File: config.mk
export PLATFORM = sky130hd
export DESIGN_NAME = pipe_stage_reg
export DESIGN_NICKNAME = d
export VERILOG_FILES = /design/src/rtl/pipe_pkg.sv /design/src/rtl/skid_stage.sv /design/src/rtl/pipe_stage_reg.sv
export SDC_FILE = /design/constraint.sdc
export NUM_CORES = 1
export LEC_CHECK = 0
export ABC_AREA = 1
export BUFFER_PORTS_ARGS = -buffer_cell sky130_fd_sc_hd__buf_2
export CELL_PAD_IN_SITES_DETAIL_PLACEMENT = 1
export CELL_PAD_IN_SITES_GLOBAL_PLACEMENT = 2
export CORE_MARGIN = 4
export CORE_UTILIZATION = 33
export DETAILED_ROUTE_END_ITERATION = 12
export GPL_TIMING_DRIVEN = 0
export MAX_ROUTING_LAYER = met4
export PLACE_DENSITY_LB_ADDON = 0.1
export SETUP_SLACK_MARGIN = 0.05
export SLEW_MARGIN = 30
export SYNTH_ARGS = -nofsm -noshare
export SYNTH_HDL_FRONTEND = slang
export SYNTH_SLANG_ARGS = --single-unit
File: constraint.sdc
create_clock -name clk -period 1.5 [get_ports clk]
set_input_delay 0.15 -clock clk [delete_from_list [all_inputs] [get_ports clk]]
set_output_delay 0.15 -clock clk [all_outputs]
set_load 0.02 [all_outputs]
File: src/rtl/pipe_pkg.sv
// pipe_pkg: shared defaults for the pipeline register chain
package pipe_pkg;
  localparam int DEF_WIDTH = 32;
  localparam logic [DEF_WIDTH-1:0] NOP_INSN = 32'h0000_0013;
  function automatic int cnt_w(input int depth);
    return $clog2(2 * depth + 1);
  endfunction
endpackage

File: src/rtl/skid_stage.sv
// skid_stage: one valid/ready register stage with a skid entry so ready is registered
module skid_stage
  import pipe_pkg::*;
#(
  parameter int WIDTH = DEF_WIDTH,
  parameter logic [WIDTH-1:0] RESET_VAL = '0
) (
  input  logic             clk,
  input  logic             rst,
  input  logic             flush,
  input  logic             in_valid,
  output logic             in_ready,
  input  logic [WIDTH-1:0] in_data,
  output logic             out_valid,
  input  logic             out_ready,
  output logic [WIDTH-1:0] out_data
);
  logic m_vld_q, m_vld_d, s_vld_q, s_vld_d;
  logic [WIDTH-1:0] m_dat_q, m_dat_d, s_dat_q, s_dat_d;
  logic acc, ld;
  assign in_ready  = !s_vld_q;
  assign out_valid = m_vld_q;
  assign out_data  = m_dat_q;
  always_comb begin
    acc     = in_valid && !s_vld_q;
    ld      = !m_vld_q || out_ready;
    m_vld_d = !flush && (ld ? (s_vld_q || acc) : m_vld_q);
    s_vld_d = !flush && !ld && (s_vld_q || acc);
    m_dat_d = flush ? RESET_VAL : (ld && s_vld_q) ? s_dat_q : (ld && acc) ? in_data : m_dat_q;
    s_dat_d = flush ? RESET_VAL : (!ld && acc) ? in_data : s_dat_q;
  end
  always_ff @(posedge clk or negedge rst) begin
    if (!rst) begin
      m_vld_q <= 1'b0;
      s_vld_q <= 1'b0;
      m_dat_q <= RESET_VAL;
      s_dat_q <= RESET_VAL;
    end else begin
      m_vld_q <= m_vld_d;
      s_vld_q <= s_vld_d;
      m_dat_q <= m_dat_d;
      s_dat_q <= s_dat_d;
    end
  end
endmodule

File: src/rtl/pipe_stage_reg.sv
// pipe_stage_reg: DEPTH-stage valid/ready register chain with skid buffering, flush and occupancy count
module pipe_stage_reg
  import pipe_pkg::*;
#(
  parameter int WIDTH = DEF_WIDTH,
  parameter int DEPTH = 1,
  parameter logic [WIDTH-1:0] RESET_VAL = '0
) (
  input  logic                      clk,
  input  logic                      rst,
  input  logic                      flush,
  input  logic                      in_valid,
  output logic                      in_ready,
  input  logic [WIDTH-1:0]          in_data,
  output logic                      out_valid,
  input  logic                      out_ready,
  output logic [WIDTH-1:0]          out_data,
  output logic [cnt_w(DEPTH)-1:0]   count
);
  localparam int CW = cnt_w(DEPTH);
  logic [DEPTH:0] v, r;
  logic [WIDTH-1:0] d [DEPTH+1];
  logic [CW-1:0] cnt_q, cnt_d;
  assign v[0]      = in_valid;
  assign d[0]      = in_data;
  assign in_ready  = r[0];
  assign r[DEPTH]  = out_ready;
  assign out_valid = v[DEPTH];
  assign out_data  = d[DEPTH];
  assign count     = cnt_q;
  for (genvar i = 0; i < DEPTH; i++) begin : g_st
    skid_stage #(.WIDTH(WIDTH), .RESET_VAL(RESET_VAL)) u_st (
      .clk(clk), .rst(rst), .flush(flush),
      .in_valid(v[i]), .in_ready(r[i]), .in_data(d[i]),
      .out_valid(v[i+1]), .out_ready(r[i+1]), .out_data(d[i+1])
    );
  end
  always_comb cnt_d = flush ? '0 : cnt_q + CW'(in_valid && in_ready) - CW'(out_valid && out_ready);
  always_ff @(posedge clk or negedge rst) begin
    if (!rst) cnt_q <= '0;
    else cnt_q <= cnt_d;
  end
endmodule

Word-level counts from Yosys, hierarchy flattened
Index checks and enable logic that the tools add are counted.
{"block": "op_classes", "n_reduce_logical": 16, "mux": 7, "n_addsub": 2}
{"op": "two-way mux 32 bit", "count": 5}
{"op": "logical AND 1 bit", "count": 8}
{"op": "zero test 1 bit", "count": 4}
{"op": "nonzero test 3 bit", "count": 1}
{"op": "adder 2 x 1 -> 2 bit", "count": 1}
{"op": "logical OR 1 bit", "count": 2}
{"op": "two-way mux 2 bit", "count": 1}
{"op": "nonzero test 2 bit", "count": 1}
{"op": "subtractor 2 x 1 -> 2 bit", "count": 1}
{"op": "two-way mux 1 bit", "count": 1}
{"block": "totals", "reg_bits": 68, "elab_cells": 30, "input_bits": 37}

Depth between registers and ports, before layout
Gate-level depths: netlist of the first run.
{"block": "depth", "ltp_word": 6, "mapped_depth": 9, "depth_no_buf": 8}

By module
Synthesis of the first run repeated with hierarchy kept, for this count alone.
{"block": "hier_totals", "cells_unflattened": 416, "hier_area_um2": 3344.5}
{"module": "skid_stage", "area_per_inst_um2": 3203.1, "cells_each": 396, "seq_area_each_um2": 1651.6, "n_inst": 1}
{"module": "pipe_stage_reg", "area_per_inst_um2": 141.4, "cells_each": 20, "seq_area_each_um2": 50.0, "n_inst": 1}

Least setup slack after synthesis of the first run
No wires, ideal clock.
{"block": "synth_path", "path_kind": "reg2reg", "startpoint": "reg g_st[0].u_st.s_vld_q", "endpoint": "reg cnt_q[1] (netlist: count[1])", "synth_period_minus_slack_ps": 1455, "path_stages_with_launch": 8, "setup_slack_ps": 45, "arrival_ps": 1336, "setup_time_ps": 119, "path_cell_list": "dfrtp_1 > buf_4 > inv_4 > nand2_2 > ha_1 > or2_2 > a21oi_1 > nor2_1"}
{"block": "synth_between", "elab_chain_cells": 5}
{"item": "start: declaration", "line": "skid_stage.sv:18", "text": "logic m_vld_q, m_vld_d, s_vld_q, s_vld_d;"}
{"item": "start signal: assignment", "line": "skid_stage.sv:40", "text": "s_vld_q <= s_vld_d;"}
{"item": "zero test 1 bit", "line": "skid_stage.sv:21", "text": "assign in_ready = !s_vld_q;"}
{"item": "via in_ready", "line": "pipe_stage_reg.sv:13", "text": "output logic in_ready,"}
{"item": "logical AND 1 bit", "line": "pipe_stage_reg.sv:38", "text": "always_comb cnt_d = flush ? '0 : cnt_q + CW'(in_valid && in_ready) - CW'(out_valid && out_ready);"}
{"item": "adder 2 x 1 -> 2 bit", "line": "pipe_stage_reg.sv:38"}
{"item": "subtractor 2 x 1 -> 2 bit", "line": "pipe_stage_reg.sv:38"}
{"item": "two-way mux 2 bit", "line": "pipe_stage_reg.sv:38"}
{"item": "via cnt_d[1]", "line": "pipe_stage_reg.sv:23", "text": "logic [CW-1:0] cnt_q, cnt_d;"}
{"item": "end signal: assignment", "line": "pipe_stage_reg.sv:41", "text": "else cnt_q <= cnt_d;"}
{"item": "end: declaration", "line": "pipe_stage_reg.sv:23"}
The timed path passes the listed nets, and every way through them passes these cells.
A chain may end at the register's enable or synchronous reset.

Final worst setup path of the first run
{"block": "layout_path", "startpoint": "reg g_st[0].u_st.s_vld_q", "endpoint": "reg g_st[0].u_st.m_dat_q[10]"}
{"block": "layout_between", "elab_chain_cells": 4, "word_cells_on_any_way": 7}
{"item": "zero test 1 bit", "line": "skid_stage.sv:25", "text": "acc = in_valid && !s_vld_q;"}
{"item": "logical AND 1 bit", "line": "skid_stage.sv:25"}
{"item": "logical AND 1 bit", "line": "skid_stage.sv:29", "text": "m_dat_d = flush ? RESET_VAL : (ld && s_vld_q) ? s_dat_q : (ld && acc) ? in_data : m_dat_q;"}
{"item": "nonzero test 3 bit (no source line)"}
{"item": "end signal: assignment", "line": "skid_stage.sv:41", "text": "m_dat_q <= m_dat_d;"}
{"item": "end: declaration", "line": "skid_stage.sv:19", "text": "logic [WIDTH-1:0] m_dat_q, m_dat_d, s_dat_q, s_dat_d;"}
Several ways; a longest one is shown, not always the timed one.

==> results_dict.tcl, run 1 <==
set metrics [dict create \
    rsz0062_at_grt "yes" \
    setup_tns_ns 0 \
    ys_async_sr_fraction_pct 100.0 \
    postRouteAntennaNets 0 \
    worst_hold_slack_ns 0.04352 \
    dieArea_um2 12570 \
    synth_seq_cells 68 \
    critPathMaxFanout 10 \
    relSlewSlack_pct 63.95 \
    fp-row-count 37 \
    ctsRootBufferMaster "clkbuf_8" \
    synth_area_leader_cell "dfrtp_1" \
    coreArea_um2 10460 \
    wl_per_cell_um 15.25 \
    worst_slew_pin_slew_ns 0.5408 \
    synth_common_cells "163 x nand2_1, 68 x dfrtp_1, 37 x inv_1" \
    max_stage_delay_ns 0.43 \
    grt_use_total_pct 16.77 \
    arrival_ns 1.62 \
    pin_count 73 \
    hp-class "primary input to register" \
    place_congestion 0.7097 \
    clkPwrFrac_pct 34.1 \
    fmax_mhz 729.9 \
    required_ns 1.75 \
    synth-main-ff-cell "dfrtp_1" \
    start_util_pct 34.20 \
    htreeDepth 3 \
    p_seq_share_pct 48.7 \
    crit_path_start_kind "register" \
    antenna_found_initial 0 \
    vdd_drop_max_mv 0.3381 \
    yosysWarnings 0 \
    grt_pass1_vias 3202 \
    synth.distinct_cells 22 \
    cts.path.max_buffers 2 \
    drc_errors 0 \
    finClkSkew_ns 0.008173 \
    die_h_um 112.1 \
    period_share_pct 91.34 \
    grt_max_degree 39 \
    drive_gt1_share_pct 32.07 \
    syn_nets 450 \
    synth_top_area_share_pct 47.55 \
    io_buffer_count 72 \
    endpoint_kind "register" \
    min_from "in_data[3]" \
    path_cells "buf_6 -> buf_1 -> nand3b_1 -> nand3_2 -> nand2_1" \
    synth_area_um2 3578 \
    hold_viol 0 \
    power.density_nw_per_um2 923.2 \
    clock_latency_ns 0.35 \
    dp_hpwl_mm 6.708 \
    grt-ovfl-total 0 \
    yosys-top-cells-area "dfrtp_1 48%, nand2_1 17%, nand3_2 9.0%" \
    fin_crit_ns 1.370 \
    n_antenna_cell 0 \
    tritoncts.num_buffers 9 \
    p_sw_share_pct 30.66 \
    yosysMostFrequentCell "nand2_1" \
    nets 536 \
    status "complete, no violations" \
    synth-seq-area-share_pct 47.55 \
    synth_edf_count 0 \
    syn_to_final_growth_pct 22.59 \
    final_max_slew_viol_count 0 \
    cts.clk_slew.worst_paths_ns 0.08 \
    avgSynthCellArea_um2 8.707 \
    path_class "register to register" \
    die_w_um 112.1 \
    slowest_stage "buf_1" \
    syn_inst 411 \
    grt_pass1_wl_mm 16.46 \
    routed_wl_mm 9.727 \
    combinationalPowerShare_pct 17.2 \
    fin_util_pct 41.93 \
    internal_power_w 0.002808 \
    rr_startpoint "g_st[0].u_st.s_vld_q" \
    setup_viol 0 \
    cts_tree "built" \
    clock-sinks 68 \
    drt_iter0_drc 92 \
    firstDrtPassIters 4 \
    static-leakage-power_nw 2.490 \
    fillCellCount 1308 \
    vias 2947 \
    p_sw_w 0.001242 \
    max-cap-violations 0 \
    vias_per_cell 4.619 \
    crit_start "g_st[0].u_st.s_vld_q" \
]
==> per-stage QoR <==
step | cell area, um2 | setup slack (ns) | instances | power, W
global route | 4387 | 0.01490 | 638 | 0.004276
finish | 4387 | 0.1299 | 638 | 0.004050
floorplan | 3583 | 0.07064 | 411 | 0.002405
global placement | 4114 | -0.2414 | 619 | 0.002676
detailed placement | 4136 | 0.04816 | 620 | 0.002696
CTS | 4325 | 0.06430 | 637 | 0.004094
==> kinds of logic (layout without fill, tap and decap cells) <==
kind of cell             Yosys count  after routing  synth area share, %
AND/OR/NAND/NOR                  272            272                40.49
AO/OA/AOI/OAI                      3              3               0.7344
adder cells (fa/ha/maj)            2              2               0.6992
flip-flops                        68             68                47.55
buffers and inverters             66            157                10.52
==> layout make-up <==
cell class / instances / area, um2 / area share (%)
flip-flops and latches: 68 / 1702 / 38.79
well taps: 136 / 170.2 / 3.879
repair buffers: 75 / 400.4 / 9.127
inverters: 40 / 160.2 / 3.651
clock inverters: 5 / 27.53 / 0.6275
clock buffers: 11 / 141.4 / 3.223
multi-input cells: 277 / 1550 / 35.34
plain buffers: 26 / 235.2 / 5.362
==> power groups by stage <==
stage / logic [W] / registers (W) / clock network [W]
3_5_place_dp: 0.000689 / 0.00201 / 0
6_report: 0.000696 / 0.00197 / 0.00138
4_1_cts: 0.000698 / 0.00197 / 0.00142
3_3_place_gp: 0.000674 / 0.00200 / 0
5_1_grt: 0.000779 / 0.00199 / 0.00151
2_1_floorplan: 0.000315 / 0.00209 / 0
==> per-layer routing <==
layer	track usage [%]	vias up	routed length (um)
li1	-	1452	-
met1	21.36	1425	4554
met2	27.21	57	4682
met3	2.480	13	333
met4	6.010	0	157
met5	-	-	0
==> critical path, delay by kind of cell, from the launching register on <==
kind                   cells  cell delay (ns)
buffers and inverters      2             0.57
flip-flops                 1             0.34
AND/OR/NAND/NOR            3             0.35
==> final timing paths <==
check	end	slack, ns	depth (start not counted)
max reg2reg	g_st[0].u_st.out_data[10]	0.13	5
max in group asynchronous	g_st[0].u_st.out_data[25]	0.65	3
min	g_st[0].u_st.s_dat_q[3]	0.04	3
min reg2reg	g_st[0].u_st.s_dat_q[19]	0.46	2
max	g_st[0].u_st.out_data[10]	0.13	5
min in group asynchronous	g_st[0].u_st.out_data[4]	0.27	2
==> sequential cells by signal, summed over array words and instances (netlist names) <==
| name | cells |
|---|---|
| g_st.u_st.s_vld_q | 1 |
| count | 2 |
| g_st.u_st.out_valid | 1 |
| g_st.u_st.s_dat_q | 32 |
| g_st.u_st.out_data | 32 |
==> timing repair <==
action,in CTS,in global routing
hold buffers,1,0
endpoints found under the setup margin,1,22
pin swaps,0,2
resized for setup,3,13
setup buffers,0,1
hold endpoints to repair,30,0
==> placed cells by master, fill, tap and decap left out, drive strengths merged <==
cell type | netlist | routed
nand2 | 168 | 168
buf | 23 | 94
dfrtp | 68 | 68
nand3 | 65 | 65
inv | 40 | 40
nand3b | 32 | 32
clkbuf | 3 | 17
nor2 | 5 | 5
clkinv | 0 | 4
a21oi | 3 | 3
ha | 2 | 2
nor3 | 1 | 1
or2 | 1 | 1
clkinvlp | 0 | 1
dlygate4sd3 | 0 | 1
Note: power is estimated with default switching activity, not from simulation.
==> inputs of run 2 (changes only) <==
--- a/config.mk
+++ b/config.mk
@@ -9,7 +9,6 @@
 export BUFFER_PORTS_ARGS = -buffer_cell sky130_fd_sc_hd__buf_2
 export CELL_PAD_IN_SITES_DETAIL_PLACEMENT = 1
 export CELL_PAD_IN_SITES_GLOBAL_PLACEMENT = 2
-export CORE_MARGIN = 4
 export CORE_UTILIZATION = 33
 export DETAILED_ROUTE_END_ITERATION = 12
 export GPL_TIMING_DRIVEN = 0
==> run 2 against run 1 <==
  * Register-to-register slack lost 0.03 ns
  * Cell area grew 0.57%
  * Critical path depth grew 4
  * Non-clock buffer count grew 4
  * Sequential power is essentially flat
  * Die area shrank 10%
  * Combinational power is essentially flat
  * Worst hold slack is essentially flat
  * Sequential share of layout area shrank 0.22 points
  * Global-route usage grew 2.2 points
  * Fmax shrank 2.3%
  * Total power grew 0.23%
  * Largest cell class unchanged
  * Largest power group unchanged
  * Highest routed layer unchanged
==> results_dict.tcl, run 2 (synthesis results as in run 1) <==
set metrics [dict create \
    status "complete, no violations" \
    dieArea_um2 11260 \
    die_w_um 106.1 \
    cts_tree "built" \
    io_buffer_count 72 \
    critPathMaxFanout 6 \
    drc_errors 0 \
    grt_pass1_wl_mm 15.84 \
    ctsRootBufferMaster "clkbuf_8" \
    arrival_ns 1.68 \
    seq_area_um2 1702 \
    endpoint_kind "register" \
    dpl_worst_slack_ns 0.05047 \
    dpl_cell_area_um2 4144 \
    routed_wl_mm 9.304 \
    vdd_drop_max_mv 0.2977 \
    antenna_found_initial 0 \
    final_max_slew_viol_count 0 \
    grt_pass1_vias 3082 \
    die_h_um 106.1 \
    wl_per_cell_um 14.51 \
    power_w 0.004059 \
    r2r_slack_ns 0.1 \
    multi_input_comb_area_um2 1544 \
    max-cap-violations 0 \
    cts.clk_slew.worst_paths_ns 0.08 \
    worst_slack_ns 0.09721 \
    firstDrtPassIters 4 \
    vias 2931 \
    required_ns 1.78 \
    n_antenna_cell 0 \
    cts.path.max_buffers 2 \
    tritoncts.num_buffers 9 \
    start_util_pct 34.35 \
    dp_hpwl_mm 6.437 \
    static-leakage-power_nw 2.511 \
    drive_gt1_share_pct 32.67 \
    hold_viol 0 \
    worst_slew_pin_slew_ns 0.5064 \
    grt_max_degree 46 \
    mostFrequentLayoutCells "162 x nand2_1, 74 x buf_2, 68 x dfrtp_1" \
    layout.cells.non_filler 641 \
    clock_latency_ns 0.35 \
    crit_path_start_kind "register" \
    fillCellCount 1274 \
    hp-class "primary input to register" \
    clock-sinks 68 \
    finClkSkew_ns 0.01005 \
    syn_to_final_growth_pct 23.29 \
    htreeDepth 3 \
    fmax_mhz 712.9 \
    pin_count 73 \
    ff2ff_path_depth 9 \
    design_area_um2 4412 \
    power.density_nw_per_um2 920.1 \
    relSlewSlack_pct 66.24 \
    place_congestion 0.7185 \
    nets 540 \
    setup_viol 0 \
    final_common_cell "nand2_1" \
    coreArea_um2 10420 \
    dpl.cell_count 620 \
    vias_per_cell 4.573 \
    grt-ovfl-total 0 \
    grt_use_total_pct 18.94 \
    path_class "register to register" \
    postRouteAntennaNets 0 \
    holdPathStages 3 \
    drt_iter0_drc 81 \
    rsz0062_at_grt "yes" \
    period_share_pct 93.52 \
    fp-row-count 37 \
    fin_crit_ns 1.403 \
]
run 2: per-layer routing:
layer | wire, um | GRT usage (%) | share of wire [%] | vias up
met5 | 0 | - | 0 | -
met4 | 156 | 7.937 | 1.7 | 0
met3 | 241 | 2.698 | 2.6 | 11
met2 | 4604 | 30.33 | 49 | 45
met1 | 4302 | 23.99 | 46 | 1415
li1 | - | - | - | 1460
run 2: repair_timing:
item,4_1_cts,5_1_grt
resized for setup,3,11
setup endpoints to repair,1,17
setup buffers,2,3
pin swaps,0,2
hold buffers,1,0
hold endpoints to repair,23,0
run 2: final cells by class:
cell class | count | share of cell area (%)
sequential | 68 | 38.57
multi-input combinational | 277 | 35.00
timing repair buffer | 79 | 9.926
buffer | 26 | 5.303
tap | 136 | 3.857
clock buffer | 13 | 3.602
inverter | 40 | 3.517
clock inverter | 2 | 0.2269
run 2: worst paths after layout:
check | to | from
worst max-delay path | count[1] | g_st[0].u_st.s_vld_q
worst min-delay path | g_st[0].u_st.s_dat_q[29] | in_data[29]
worst max register to register | count[1] | g_st[0].u_st.s_vld_q
worst min register to register | g_st[0].u_st.s_dat_q[11] | g_st[0].u_st.s_dat_q[11]
max in group asynchronous | count[0] | rst
min in group asynchronous | g_st[0].u_st.out_data[4] | rst
run 2: power breakdown:
group	internal [W]	leakage, nW	switching (W)
registers	0.00192	0.923	0.0000490
clock network	0.000678	0.0893	0.000713
logic	0.000256	1.50	0.000439
run 2: critical path, stage by stage (launching register included):
cell     delay [ns]
dfrtp_1        0.38
buf_6          0.14
inv_4          0.06
nand2_4        0.07
ha_4           0.26
inv_1          0.05
ha_4           0.16
nand3_2        0.07
nand2_2        0.05
nor2_1         0.09
run 2: stage by stage:
step / TNS [ns] / utilization (%) / hold slack [ns]
6_report: 0 / 42.35 / 0.04351
5_1_grt: 0 / 42.35 / 0.04219
3_5_place_dp: 0 / 39.78 / 0.08504
4_1_cts: 0 / 41.74 / 0.03444
2_1_floorplan: 0 / - / -0.1456
3_3_place_gp: -13.23 / 39.50 / 0.3968
